`src/rtl/wb_gpio_irq_pkg.sv`:
```
// Shared definitions for the wb_gpio_irq Wishbone GPIO peripheral:
// register word addresses and the bus handshake state type.
package wb_gpio_irq_pkg;

    localparam logic [2:0] ADDR_GPIO       = 3'd0;
    localparam logic [2:0] ADDR_OUT_MASK   = 3'd1;
    localparam logic [2:0] ADDR_INT_EN     = 3'd2;
    localparam logic [2:0] ADDR_INT_EDGE   = 3'd3;
    localparam logic [2:0] ADDR_INT_STATUS = 3'd4;

    typedef enum logic {
        BUS_IDLE = 1'b0,
        BUS_ACK  = 1'b1
    } bus_state_t;

endpackage

```
`src/rtl/gpio_in_filter.sv`:
```
// Input conditioning for wb_gpio_irq: a SYNC_STAGES-deep synchroniser per bit,
// optionally followed by a per-bit debounce counter when GPIO_DEBOUNCE_EN is
// defined. Without the macro, in_f is the synchroniser output.
module gpio_in_filter #(
    parameter int GPIO_WIDTH    = 32,
    parameter int SYNC_STAGES   = 2,
    parameter int DEBOUNCE_LOG2 = 4
) (
    input  logic                  clk,
    input  logic                  rst,
    input  logic [GPIO_WIDTH-1:0] gpio_in,
    output logic [GPIO_WIDTH-1:0] in_f
);

    logic [GPIO_WIDTH-1:0] sync_q [SYNC_STAGES];
    logic [GPIO_WIDTH-1:0] sync_out;

    // Shift the asynchronous inputs through the synchroniser chain
    // NOTE: sequential state uses non-blocking assignments so every stage
    // samples the previous stage's pre-edge value, forming a real shift chain.
    always_ff @(posedge clk) begin
        if (!rst) begin
            for (int i = 0; i < SYNC_STAGES; i++) sync_q[i] <= '0;
        end else begin
            sync_q[0] <= gpio_in;
            for (int i = 1; i < SYNC_STAGES; i++) sync_q[i] <= sync_q[i-1];
        end
    end

    assign sync_out = sync_q[SYNC_STAGES-1];

`ifdef GPIO_DEBOUNCE_EN
    logic [DEBOUNCE_LOG2-1:0] cnt_q [GPIO_WIDTH];

    // Accept a new level only after 2^DEBOUNCE_LOG2 consecutive mismatching cycles
    always_ff @(posedge clk) begin
        if (!rst) begin
            in_f <= '0;
            for (int n = 0; n < GPIO_WIDTH; n++) cnt_q[n] <= '0;
        end else begin
            for (int n = 0; n < GPIO_WIDTH; n++) begin
                if (sync_out[n] == in_f[n]) begin
                    cnt_q[n] <= '0;
                end else if (&cnt_q[n]) begin
                    in_f[n]  <= sync_out[n];
                    cnt_q[n] <= '0;
                end else begin
                    cnt_q[n] <= cnt_q[n] + 1'b1;
                end
            end
        end
    end
`else
    // Without debounce the filter is a pure synchroniser; DEBOUNCE_LOG2 only
    // sizes the counters of the debounced build.
    if (DEBOUNCE_LOG2 >= 0) begin : g_no_debounce
        assign in_f = sync_out;
    end
`endif

endmodule

```
`src/rtl/wb_gpio_irq.sv`:
```
// wb_gpio_irq: Wishbone slave GPIO with masked output writes, synchronised
// (optionally debounced, macro GPIO_DEBOUNCE_EN) inputs and per-bit
// edge-triggered interrupts with write-1-to-clear status.
// Register bits at and above GPIO_WIDTH read 0 and ignore writes.
module wb_gpio_irq
    import wb_gpio_irq_pkg::*;
#(
    parameter int GPIO_WIDTH    = 32,
    parameter int SYNC_STAGES   = 2,
    parameter int DEBOUNCE_LOG2 = 4
) (
    input  logic                  clk,
    input  logic                  rst,
    input  logic                  wbs_we_i,
    input  logic                  wbs_cyc_i,
    input  logic                  wbs_stb_i,
    input  logic [31:0]           wbs_adr_i,
    input  logic [31:0]           wbs_dat_i,
    output logic [31:0]           wbs_dat_o,
    output logic                  wbs_ack_o,
    output logic                  wbs_int_o,
    input  logic [GPIO_WIDTH-1:0] gpio_in,
    output logic [GPIO_WIDTH-1:0] gpio_out
);

    bus_state_t            state;
    logic [GPIO_WIDTH-1:0] in_f;
    logic [GPIO_WIDTH-1:0] in_prev;
    logic [GPIO_WIDTH-1:0] out_mask;
    logic [GPIO_WIDTH-1:0] int_en;
    logic [GPIO_WIDTH-1:0] int_edge;
    logic [GPIO_WIDTH-1:0] int_status;

    logic                  access;
    logic                  mapped;
    logic                  wr;
    logic [2:0]            reg_sel;
    logic [GPIO_WIDTH-1:0] wdat;
    logic [GPIO_WIDTH-1:0] rise;
    logic [GPIO_WIDTH-1:0] fall;
    logic [GPIO_WIDTH-1:0] edge_set;
    logic [GPIO_WIDTH-1:0] w1c;
    logic [31:0]           rdata;

    gpio_in_filter #(
        .GPIO_WIDTH   (GPIO_WIDTH),
        .SYNC_STAGES  (SYNC_STAGES),
        .DEBOUNCE_LOG2(DEBOUNCE_LOG2)
    ) u_in_filter (
        .clk    (clk),
        .rst    (rst),
        .gpio_in(gpio_in),
        .in_f   (in_f)
    );

    // A new access is only recognised from IDLE, so a held strobe is acked
    // once every two cycles.
    assign access  = (state == BUS_IDLE) && wbs_cyc_i && wbs_stb_i;
    assign mapped  = (wbs_adr_i[31:3] == '0);
    assign reg_sel = wbs_adr_i[2:0];
    assign wr      = access && wbs_we_i && mapped;
    assign wdat    = wbs_dat_i[GPIO_WIDTH-1:0];

    // Edge detection on the filtered input; INT_EDGE bit 1 selects rising.
    assign rise     = in_f & ~in_prev;
    assign fall     = ~in_f & in_prev;
    assign edge_set = (rise & int_edge) | (fall & ~int_edge);
    assign w1c      = (wr && (reg_sel == ADDR_INT_STATUS)) ? wdat : '0;

    // Read data mux, zero-extended to the bus width; unmapped reads return 0
    // NOTE: rdata gets a default before the case so no path leaves it
    // unassigned, which would otherwise infer a latch.
    always_comb begin
        rdata = '0;
        if (mapped) begin
            case (reg_sel)
                ADDR_GPIO:       rdata[GPIO_WIDTH-1:0] = in_f;
                ADDR_OUT_MASK:   rdata[GPIO_WIDTH-1:0] = out_mask;
                ADDR_INT_EN:     rdata[GPIO_WIDTH-1:0] = int_en;
                ADDR_INT_EDGE:   rdata[GPIO_WIDTH-1:0] = int_edge;
                ADDR_INT_STATUS: rdata[GPIO_WIDTH-1:0] = int_status;
                default:         rdata = '0;
            endcase
        end
    end

    // Bus handshake FSM: IDLE -> ACK -> IDLE with registered ack and read data
    always_ff @(posedge clk) begin
        if (!rst) begin
            state     <= BUS_IDLE;
            wbs_ack_o <= 1'b0;
            wbs_dat_o <= '0;
        end else begin
            case (state)
                BUS_IDLE: begin
                    if (access) begin
                        state     <= BUS_ACK;
                        wbs_ack_o <= 1'b1;
                        wbs_dat_o <= rdata;
                    end
                end
                BUS_ACK: begin
                    state     <= BUS_IDLE;
                    wbs_ack_o <= 1'b0;
                end
                default: begin
                    state     <= BUS_IDLE;
                    wbs_ack_o <= 1'b0;
                end
            endcase
        end
    end

    // Register writes, interrupt status and the registered interrupt line
    always_ff @(posedge clk) begin
        if (!rst) begin
            gpio_out   <= '0;
            out_mask   <= '1;
            int_en     <= '0;
            int_edge   <= '1;
            int_status <= '0;
            in_prev    <= '0;
            wbs_int_o  <= 1'b0;
        end else begin
            in_prev    <= in_f;
            // Set is OR-ed in after the clear so a new edge wins over W1C.
            int_status <= (int_status & ~w1c) | edge_set;
            wbs_int_o  <= |(int_status & int_en);
            if (wr) begin
                case (reg_sel)
                    ADDR_GPIO:     gpio_out <= (gpio_out & ~out_mask) | (wdat & out_mask);
                    ADDR_OUT_MASK: out_mask <= wdat;
                    ADDR_INT_EN:   int_en   <= wdat;
                    ADDR_INT_EDGE: int_edge <= wdat;
                    default:       ;
                endcase
            end
        end
    end

endmodule
```
`config.mk`:
```
export PLATFORM = sky130hd
export DESIGN_NAME = wb_gpio_irq
export DESIGN_NICKNAME = d
export VERILOG_FILES = /design/src/rtl/wb_gpio_irq_pkg.sv /design/src/rtl/gpio_in_filter.sv /design/src/rtl/wb_gpio_irq.sv
export SDC_FILE = /design/constraint.sdc
export NUM_CORES = 1
export LEC_CHECK = 0
export CAP_MARGIN = 10
export CORE_ASPECT_RATIO = 2
export CORE_MARGIN = 1
export CORE_UTILIZATION = 55
export CTS_CLUSTER_SIZE = 16
export DETAILED_ROUTE_END_ITERATION = 10
export GPL_ROUTABILITY_DRIVEN = 0
export HOLD_SLACK_MARGIN = 0.12
export PLACE_DENSITY = 0.82
export SYNTH_ARGS = -nofsm -noshare
export SYNTH_HDL_FRONTEND = slang
export SYNTH_HIERARCHICAL = 1
export SYNTH_SLANG_ARGS = --single-unit
export TNS_END_PERCENT = 5
```
`constraint.sdc`:
```
create_clock -name clk -period 4.5 [get_ports clk]
set_input_delay 0.9 -clock clk [delete_from_list [all_inputs] [get_ports clk]]
set_output_delay 0.9 -clock clk [all_outputs]
set_load 0.005 [all_outputs]
```
==> reports/metrics.yaml, run 1 <==
outcome:
  status: "finished clean"
routing:
  post_drt_via_cell_ratio: 6.15
  wl_mm: 35.1
  firstDrtPassIters: 6
  vias: 10381
  postRouteAntennaNets: 0
  drt_iter0_markers: 842
  wl_per_cell_um: 20.8
  drc: 0
clock_network:
  clk_latency_ps: 540
  cts-resized-gates: 0
  root_buffer: "clkbuf_16"
  clk_pin_slew_worst_paths_ps: 60
  cts_hold_buf: 0
  cts_max_path_buffers: 3
  cts_buffers: 25
  cts_num_sinks: 291
  h-tree-depth: 1
  postCtsSetupBuffers: 0
  cts_tree: "done"
floorplan:
  die_width_um: 108
  die_area_mm2: 0.0229
  die_h_um: 213
  num_rows: 76
  start_util: 0.565
  ios: 167
  fp.coreArea_mm2: 0.0217
setup_path:
  start_kind: "input pin"
  setup.worst_path.start: "wbs_adr_i[7]"
  crit_fanout: 12
  arrival_ps: 3250
  path_class: "input pin to flop"
  worstSetupEndpointType: "flop"
  rr_startpoint: "state"
  endpoint: "int_edge[20]"
  critPathRequiredTime_ps: 4920
  r2r-end: "int_edge[20]"
  r2r_slack_ps: 2140
  r2r_cells: 5
global_routing:
  antenna_found_initial: 0
  grtUsageTotal: 0.307
  grt_pass1_vias: 10368
  grt-ovfl-total: 0
  grt_pass1_wl_mm: 54.2
  grt_max_degree: 89
finish:
  syn_to_final_growth_pct: 19.7
  drive_gt1_frac: 0.127
  fill_cells: 1697
  fin_nets: 1497
  n_antenna_cell: 0
  utilization: 0.676
sta:
  setup_viol: 0
  fmax_mhz: 353
  setup_tns_ps: 0
  finalCritPeriodShare: 0.629
  rsz0062_at_grt: "false"
  skew_ps: 17.1
  fin_crit_ps: 2830
  worst_slew_pin_slew_ps: 1220
  maxSlewViolCount: 0
  slew_headroom: 0.183
  hold_viol_final: 0
power:
  peakVddDrop_mv: 0.301
  p_per_area_mw_per_mm2: 356
  p_leak_nw: 5.50
logic_synthesis:
  synth-edff-count: 0
  syn_nets: 1403
  yosysWarnings: 6
  synth-seq-area-share: 0.476
  synth_cell_types: 36
  async_flop_share: 0
  syn_area_mm2: 0.0123
  ys_seq_elements: 291
  ys.flop_type: "dfxtp_1"
  netlist_instances: 1302
  syn_area_per_cell_um2: 9.41
run:
  maxCapViolCount: 0
hold_path:
  min_path_type: "flop to flop"
place:
  io_buffers: 166
  hpwl_mm: 23.1
synthesized netlist by cell type (4+ instances only):
cell type / n / area [um2]
a221oi_1: 4 / 35.0
a22o_1: 36 / 315
a22oi_1: 72 / 541
a31oi_1: 32 / 200
and2_1: 33 / 206
and2_2: 64 / 480
buf_1: 6 / 22.5
buf_2: 8 / 40.0
buf_4: 32 / 240
clkbuf_1: 70 / 263
clkbuf_2: 6 / 30.0
dfxtp_1: 291 / 5830
mux2_2: 32 / 360
mux2i_1: 128 / 1280
nand2_1: 164 / 616
nor2_1: 164 / 616
nor3b_1: 32 / 240
nor4_1: 35 / 219
nor4_2: 5 / 62.6
o22ai_1: 32 / 200
o31ai_1: 32 / 240
per-layer routing:
layer | vias up | part of all wire | GRT usage
met3 | 161 | 0.070 | 0.0409
met2 | 549 | 0.51 | 0.528
met1 | 4915 | 0.35 | 0.333
li1 | 4756 | - | -
met5 | - | 0 | 0
met4 | 0 | 0.076 | 0.245
area by class of cell:
type | instances | area (um2) | share of cell area
flip-flops and latches | 291 | 5830 | 0.397
inverters | 1 | 3.75 | 0.000256
clock inverters | 11 | 114 | 0.00776
well taps | 273 | 342 | 0.0233
multi-input cells | 885 | 5830 | 0.398
clock buffers | 34 | 699 | 0.0477
repair buffers | 192 | 1850 | 0.126
per-stage QoR:
stage | hold WS [ps] | instances | worst slack, ps | instance area (um2) | total power, mW
final | 446 | 1687 | 1670 | 14700 | 5.22
after global placement | 428 | 1642 | 1170 | 13900 | 3.10
after detailed placement | 431 | 1642 | 1130 | 13900 | 3.11
after global routing | 456 | 1687 | 1610 | 14700 | 5.39
after floorplan | 420 | 1302 | 1990 | 12300 | 2.94
after CTS | 447 | 1687 | 1680 | 14700 | 5.24
worst min path at each step:
stage	slack, ps	from	to	cells after the start
2_1_floorplan	420	u_in_filter/sync_q[0][30]	u_in_filter/sync_q[0][62]	1
3_3_place_gp	430	u_in_filter/sync_q[0][9]	u_in_filter/sync_q[0][41]	1
3_5_place_dp	430	u_in_filter/sync_q[0][5]	u_in_filter/sync_q[0][37]	1
4_1_cts	450	u_in_filter/sync_q[0][5]	u_in_filter/sync_q[0][37]	1
5_1_grt	460	u_in_filter/sync_q[0][13]	u_in_filter/sync_q[0][45]	1
6_report	450	u_in_filter/sync_q[0][19]	u_in_filter/sync_q[0][51]	1
report_power, final:
group	internal, mW	switching (mW)
Combinational	0.185	0.209
Sequential	2.63	0.0417
Clock	1.21	0.954
Total	4.02	1.20
critical path, cell delays in order:
cell and delay (ps):
clkdlybuf4s50_1 420, nor4_2 380, nand4_4 140, or4_2 900, buf_4 330, mux2i_1 150
cells by family after synthesis:
group / Yosys count / synth area share
AOI/OAI and AO/OA: 211 / 0.127
muxes: 160 / 0.134
and+or+nand+nor: 514 / 0.212
DFF: 291 / 0.476
buffers and inverters: 126 / 0.0517
layout by cell type, fill, tap and decap left out, types with 2 or more instances in the layout:
cell type | Yosys | final
a221oi_1 | 4 | 4
a22o_1 | 36 | 36
a22oi_1 | 72 | 72
a31oi_1 | 32 | 32
and2_1 | 33 | 33
and2_2 | 64 | 64
buf_2 | 8 | 2
buf_4 | 32 | 26
bufinv_16 | 0 | 2
clkbuf_1 | 70 | 5
clkbuf_16 | 0 | 25
clkbuf_8 | 0 | 4
clkdlybuf4s50_1 | 0 | 163
clkinv_2 | 0 | 6
clkinvlp_4 | 0 | 2
dfxtp_1 | 291 | 291
mux2_2 | 32 | 32
mux2i_1 | 128 | 128
nand2_1 | 164 | 164
nand3_1 | 2 | 2
nand3b_1 | 2 | 2
nand4_1 | 3 | 3
nor2_1 | 164 | 163
nor2b_2 | 0 | 2
nor3b_1 | 32 | 32
nor4_1 | 35 | 35
nor4_2 | 5 | 3
nor4_4 | 2 | 4
o22ai_1 | 32 | 32
o31ai_1 | 32 | 32
Note: power is estimated with default switching activity, not from simulation.
==> run 2, diff against run 1 <==
==> constraint.sdc (replaced) <==
create_clock -name clk -period 2.8 [get_ports clk]
set_input_delay 0.56 -clock clk [delete_from_list [all_inputs] [get_ports clk]]
set_output_delay 0.56 -clock clk [all_outputs]
set_load 0.005 [all_outputs]
==> run 2 against run 1 <==
- sequential cell count is the same
- global-route usage grew 0.051 points
- routed wire length is essentially flat
- die area is the same
- register-to-register slack lost 1400 ps
- largest power group unchanged
==> reports/metrics.yaml, run 2 (synthesized netlist as in run 1, its figures left out) <==
routing:
  drt_iter0_markers: 789  # was 842
  drc: 0  # unchanged
  firstDrtPassIters: 7  # was 6
  vias: 10491  # was 10381
  postRouteAntennaNets: 0  # unchanged
  post_drt_via_cell_ratio: 6.15  # about the same
  wl_per_cell_um: 20.6  # was 20.8 um
  wl_mm: 35.1  # about the same
place:
  io_buffers: 166  # unchanged
  place_area_mm2: 0.0141  # was 0.0139 mm2
  hpwl_mm: 24.4  # was 23.1 mm
  dp.cells: 1662  # was 1642
sta:
  skew_ps: 10.7  # was 17.1 ps
  hold_viol_final: 0  # unchanged
  maxSlewViolCount: 0  # unchanged
  worst_slew_pin_slew_ps: 765  # was 1220 ps
  slew_headroom: 0.489  # was 0.183
  finalCritPeriodShare: 0.804
  fin_crit_ps: 2250
  setup_tns_ps: 0  # unchanged
  setup_viol: 0  # unchanged
  rsz0062_at_grt: "false"  # unchanged
  fmax_mhz: 444
power:
  combPwrFrac: 0.077  # was 0.075
  p_sw_mw: 1.97  # was 1.20 mW
  p_per_area_mw_per_mm2: 570  # was 356 mW/mm2
  internal-power_mw: 6.57  # was 4.02 mW
  peakVddDrop_mv: 0.490  # was 0.301 mV
  p_seq_frac: 0.502  # was 0.511
  p_leak_nw: 5.67  # was 5.50 nW
  clock_power_share: 0.421  # was 0.414
  p_sw_frac: 0.231  # about the same
  power_mw: 8.54  # was 5.22 mW
finish:
  syn_to_final_growth_pct: 22.3  # was 19.7%
  multiInputGateArea_mm2: 0.00583  # about the same
  utilization: 0.691  # was 0.676
  drive_gt1_frac: 0.140  # was 0.127
  fill_cells: 1718  # was 1697
  n_antenna_cell: 0  # unchanged
  fin_nets: 1517  # was 1497
  final_area_mm2: 0.0150  # was 0.0147 mm2
  stdcell_count: 1707  # was 1687
  regArea_mm2: 0.00583  # unchanged
  layout_commonest_cell: "dfxtp_1"  # unchanged
  mostFrequentLayoutCells: "291 x dfxtp_1, 164 x nand2_1, 163 x nor2_1, 163 x clkdlybuf4s50_1, 128 x mux2i_1"  # unchanged
floorplan:
  die_area_mm2: 0.0229  # unchanged
  fp.coreArea_mm2: 0.0217  # unchanged
  ios: 167  # unchanged
  die_width_um: 108  # unchanged
  num_rows: 76  # unchanged
  die_h_um: 213  # unchanged
  start_util: 0.565  # unchanged
setup_path:
  start_kind: "input pin"  # unchanged
  worstPathCellList: "clkdlybuf4s50_1 -> buf_12 -> nor4b_4 -> buf_4 -> nand2_1 -> nor4_1 -> buf_4 -> mux2i_1"  # was clkdlybuf4s50_1 -> nor4_2 -> nand4_4 -> or4_2 -> buf_4 -> mux2i_1
  setup.worst_path.start: "wbs_adr_i[2]"  # was wbs_adr_i[7]
  r2r_cells: 6  # was 5
  arrival_ps: 2720  # was 3250 ps
  r2r-end: "int_en[22]"  # was int_edge[20]
  cp_num_cells: 8  # was 6
  max_stage_delay_ps: 520  # was 900 ps
  slowest_stage: "clkdlybuf4s50_1"  # was or4_2
  crit_top_cell: "buf_4"
  rr_startpoint: "state"  # unchanged
  r2r_slack_ps: 720  # was 2140 ps
  path_class: "input pin to flop"  # unchanged
  crit_fanout: 20  # was 12
  worstSetupEndpointType: "flop"  # unchanged
  crit_buf_inv: 4  # was 2
  critPathTopFamily: "buffers and inverters"  # was simple AND/OR/NAND/NOR gates
  critPathRequiredTime_ps: 3270  # was 4920 ps
clock_network:
  cts_tree: "done"  # unchanged
  clk_latency_ps: 540  # about the same
  cts-resized-gates: 0  # unchanged
  cts_max_path_buffers: 3  # unchanged
  postCtsSetupBuffers: 0  # unchanged
  h-tree-depth: 1  # unchanged
  clk_pin_slew_worst_paths_ps: 70  # was 60 ps
  root_buffer: "clkbuf_16"  # unchanged
  cts_num_sinks: 291  # unchanged
  cts_buffers: 25  # unchanged
  cts_hold_buf: 0  # unchanged
global_routing:
  antenna_found_initial: 0  # unchanged
  grt_pass1_wl_mm: 54.5  # was 54.2 mm
  grt_pass1_vias: 10434  # was 10368
  grt-ovfl-total: 0  # unchanged
  grtUsageTotal: 0.307  # about the same
  grt_max_degree: 71  # was 89
run:
  maxCapViolCount: 0  # unchanged
hold_path:
  min_path_type: "input pin to flop"  # was flop to flop
outcome:
  status: "finished clean"  # unchanged
==> run 2: cell count changes in the layout (fill, tap and decap cells not counted), moves of 2 or more <==
cell      change
buf_4         +9
inv_6         +2
clkbuf_1      -2
buf_12       +11
==> run 2: stage by stage <==
step                hold WS, ps  setup WS [ps]
finish                      367            548
global route                365            415
CTS                         356            597
detailed placement          431           33.5
global placement            428           69.4
floorplan                   420            626
==> run 2: worst register-to-register path, stage by stage (launching register included) <==
cell and delay (ps):
dfxtp_1 310, nand3b_1 200, nand3b_1 200, buf_4 290
nor4_4 390, buf_4 360, mux2i_1 250
==> run 2: per-layer routing <==
layer,vias to the layer above,wire length (um),GRT usage,share of wire
met2,537,17600,0.532,0.50
met1,4995,12500,0.333,0.36
li1,4797,-,-,-
met5,-,0,0,0
met4,0,2900,0.252,0.083
met3,162,2110,0.0345,0.060
==> run 2: worst min path at each step <==
stage / startpoint / to / slack (ps) / cells after the start
after detailed placement: u_in_filter/sync_q[0][19] / u_in_filter/sync_q[0][51] / 430 / 1
final: rst / int_status[2] / 370 / 3
after global routing: rst / int_status[0] / 360 / 3
after global placement: u_in_filter/sync_q[0][9] / u_in_filter/sync_q[0][41] / 430 / 1
after CTS: rst / int_status[2] / 360 / 3
after floorplan: u_in_filter/sync_q[0][30] / u_in_filter/sync_q[0][62] / 420 / 1
==> run 2: area by class of cell <==
class | instances | area share
Timing Repair Buffer | 212 | 0.143
Tap cell | 273 | 0.0228
Sequential cell | 291 | 0.389
Clock inverter | 13 | 0.0103
Multi-Input combinational cell | 885 | 0.389
Inverter | 1 | 0.000251
Clock buffer | 32 | 0.0462
==> run 2: power groups by stage <==
stage / Clock, mW / Combinational (mW) / Sequential, mW
finish: 3.60 / 0.657 / 4.28
global route: 3.80 / 0.702 / 4.29
CTS: 3.64 / 0.649 / 4.28
detailed placement: 0 / 0.644 / 4.38
global placement: 0 / 0.632 / 4.37
floorplan: 0 / 0.385 / 4.34
==> run 3, diff against run 2 <==
--- a/config.mk
+++ b/config.mk
@@ -8,12 +8,12 @@
 export CAP_MARGIN = 10
 export CORE_ASPECT_RATIO = 2
 export CORE_MARGIN = 1
-export CORE_UTILIZATION = 55
+export CORE_UTILIZATION = 50
 export CTS_CLUSTER_SIZE = 16
 export DETAILED_ROUTE_END_ITERATION = 10
 export GPL_ROUTABILITY_DRIVEN = 0
 export HOLD_SLACK_MARGIN = 0.12
-export PLACE_DENSITY = 0.82
+export PLACE_DENSITY = 0.79
 export SYNTH_ARGS = -nofsm -noshare
 export SYNTH_HDL_FRONTEND = slang
 export SYNTH_HIERARCHICAL = 1
==> constraint.sdc (replaced) <==
create_clock -name clk -period 1.9 [get_ports clk]
set_input_delay 0.38 -clock clk [delete_from_list [all_inputs] [get_ports clk]]
set_output_delay 0.38 -clock clk [all_outputs]
set_load 0.005 [all_outputs]
==> run 3 against run 2 <==
- the flow now finishes with violations (negative setup slack)
- sequential cell count unchanged
- die area up 9.9%
- non-clock buffer count grew 35
- critical path type is now flop to flop
- core utilization down 3.7 points
==> reports/metrics.yaml, run 3 (synthesized netlist as in run 1, its figures left out) <==
place:
  place_area_mm2: 0.0145  # was 0.0141 mm2
  hpwl_mm: 25.2  # was 24.4 mm
  io_buffers: 166  # unchanged
  dp.cells: 1708  # was 1662
routing:
  post_drt_via_cell_ratio: 6.04  # was 6.15
  firstDrtPassIters: 6  # was 7
  drc: 0  # unchanged
  wl_mm: 35.9  # was 35.1 mm
  postRouteAntennaNets: 0  # unchanged
  drt_iter0_markers: 855  # was 789
  wl_per_cell_um: 20.4  # was 20.6 um
  vias: 10624  # was 10491
global_routing:
  grt-ovfl-total: 0  # unchanged
  grt_max_degree: 84  # was 71
  antenna_found_initial: 0  # unchanged
  grt_pass1_vias: 10676  # was 10434
  grt_pass1_wl_mm: 55.4  # was 54.5 mm
  grtUsageTotal: 0.280  # was 0.307
clock_network:
  clk_pin_slew_worst_paths_ps: 70  # about the same
  cts_tree: "done"  # unchanged
  cts_max_path_buffers: 3  # unchanged
  clk_latency_ps: 550  # was 540 ps
  cts_buffers: 26  # was 25
  root_buffer: "clkbuf_16"  # unchanged
  cts_hold_buf: 0  # unchanged
  h-tree-depth: 1  # unchanged
  cts_num_sinks: 291  # unchanged
sta:
  setup_viol: 48  # was 0
  slew_headroom: 0.700  # was 0.489
  rsz0062_at_grt: "true"  # was false
  hold_viol_final: 0  # unchanged
  whs_ps: 214  # was 367 ps
  setup_slack_ps: -87.4  # was 548 ps
  worst_slew_pin_slew_ps: 451  # was 765 ps
  maxSlewViolCount: 0  # unchanged
  skew_ps: 8.73  # was 10.7 ps
  finalCritPeriodShare: 1.05
  fin_crit_ps: 1990
  fmax_mhz: 503
  setup_tns_ps: -2000  # was 0 ps
setup_path:
  crit_top_cell: "nand3b_1"  # was buf_4
  r2r_slack_ps: -90  # was 720 ps
  rr_startpoint: "state"  # unchanged
  crit_fanout: 23  # was 20
  arrival_ps: 2460  # was 2720 ps
  setup.worst_path.start: "state"  # was wbs_adr_i[2]
  worstPathCellList: "nand3b_1 -> nand3b_1 -> buf_6 -> nor4_4 -> buf_12 -> mux2i_1"  # was clkdlybuf4s50_1 -> buf_12 -> nor4b_4 -> buf_4 -> nand2_1 -> nor4_1 -> buf_4 -> mux2i_1
  r2r_cells: 6  # unchanged
  slowest_stage: "nor4_4"  # was clkdlybuf4s50_1
  path_class: "flop to flop"  # was input pin to flop
  max_stage_delay_ps: 370  # was 520 ps
  endpoint: "out_mask[6]"
  worstSetupEndpointType: "flop"  # unchanged
  critPathRequiredTime_ps: 2370  # was 3270 ps
  start_kind: "flop"  # was input pin
  r2r-end: "out_mask[6]"  # was int_en[22]
outcome:
  violations: "negative setup slack"
  status: "complete, but fails checks"  # was finished clean
power:
  p_leak_nw: 5.99  # was 5.67 nW
  peakVddDrop_mv: 0.678  # was 0.490 mV
  p_per_area_mw_per_mm2: 819  # was 570 mW/mm2
finish:
  mostFrequentLayoutCells: "291 x dfxtp_1, 163 x nand2_1, 163 x nor2_1"  # was 291 x dfxtp_1, 164 x nand2_1, 163 x nor2_1, 163 x clkdlybuf4s50_1, 128 x mux2i_1
  n_antenna_cell: 0  # unchanged
  final_area_mm2: 0.0157  # was 0.0150 mm2
  layout_commonest_cell: "dfxtp_1"  # unchanged
  drive_gt1_frac: 0.176  # was 0.140
  utilization: 0.654  # was 0.691
  fin_nets: 1553  # was 1517
  syn_to_final_growth_pct: 27.8  # was 22.3%
  stdcell_count: 1758  # was 1707
run:
  maxCapViolCount: 0  # unchanged
floorplan:
  die_h_um: 223  # was 213 um
  ios: 167  # unchanged
  fp.coreArea_mm2: 0.0239  # was 0.0217 mm2
  num_rows: 80  # was 76
  die_width_um: 113  # was 108 um
  start_util: 0.512  # was 0.565
  die_area_mm2: 0.0252  # was 0.0229 mm2
hold_path:
  min_path_type: "input pin to flop"  # unchanged
run 3: cell count changes in the layout (fill, tap and decap cells not counted), sizes merged:
cell	previous run	this run
buf	49	82
clkbuf	32	36
clkdlybuf4s50	163	160
clkinv	6	9
dlygate4sd2	0	2
dlymetal6s2s	0	1
inv	4	1
run 3: what timing repair did:
action	4_1_cts	5_1_grt
resized for setup	8	22
pin swaps	1	5
cloned	0	2
endpoints found under the setup margin	93	146
setup buffers	1	0
run 3: worst min-delay path by stage:
stage	endpoint	cells past startpoint	startpoint
after floorplan	u_in_filter/sync_q[0][62]	1	u_in_filter/sync_q[0][30]
after global placement	u_in_filter/sync_q[0][46]	1	u_in_filter/sync_q[0][14]
after detailed placement	u_in_filter/sync_q[0][44]	1	u_in_filter/sync_q[0][12]
after CTS	int_status[2]	3	rst
after global routing	int_status[1]	3	rst
final	int_status[2]	3	rst
run 3: routing by layer:
metal / global-route usage / wire length [um] / vias up
met5: 0 / 0 / -
met4: 0.200 / 2650 / 0
met3: 0.0323 / 2210 / 158
met2: 0.495 / 17900 / 498
met1: 0.309 / 13000 / 5094
li1: - / - / 4874
run 3: power breakdown:
part           switching (mW)  leakage (nW)  internal, mW
Sequential             0.0949          2.37          6.22
Combinational           0.525          3.19         0.516
Clock                    2.33         0.440          3.14
run 3: worst max-delay path, delay by kind of cell, from the launching register on:
kind                   cells  cell delay [ps]
AND/OR/NAND/NOR            3              860
buffers and inverters      2              510
flip-flops                 1              300
multiplexers               1              220
run 3: area by class of cell:
cell class | instances | area, um2
multi-input cells | 885 | 6030
fillers | 1859 | 8270
repair buffers | 247 | 2540
inverters | 1 | 3.75
clock buffers | 34 | 732
well taps | 287 | 359
clock inverters | 13 | 158
flip-flops and latches | 291 | 5830
run 3: per-stage QoR:
step / setup slack, ps / power (mW)
3_3_place_gp: -644 / 7.44
5_1_grt: -140 / 13.2
4_1_cts: -61.2 / 12.9
6_report: -87.4 / 12.8
2_1_floorplan: -14.3 / 6.96
3_5_place_dp: -677 / 7.47
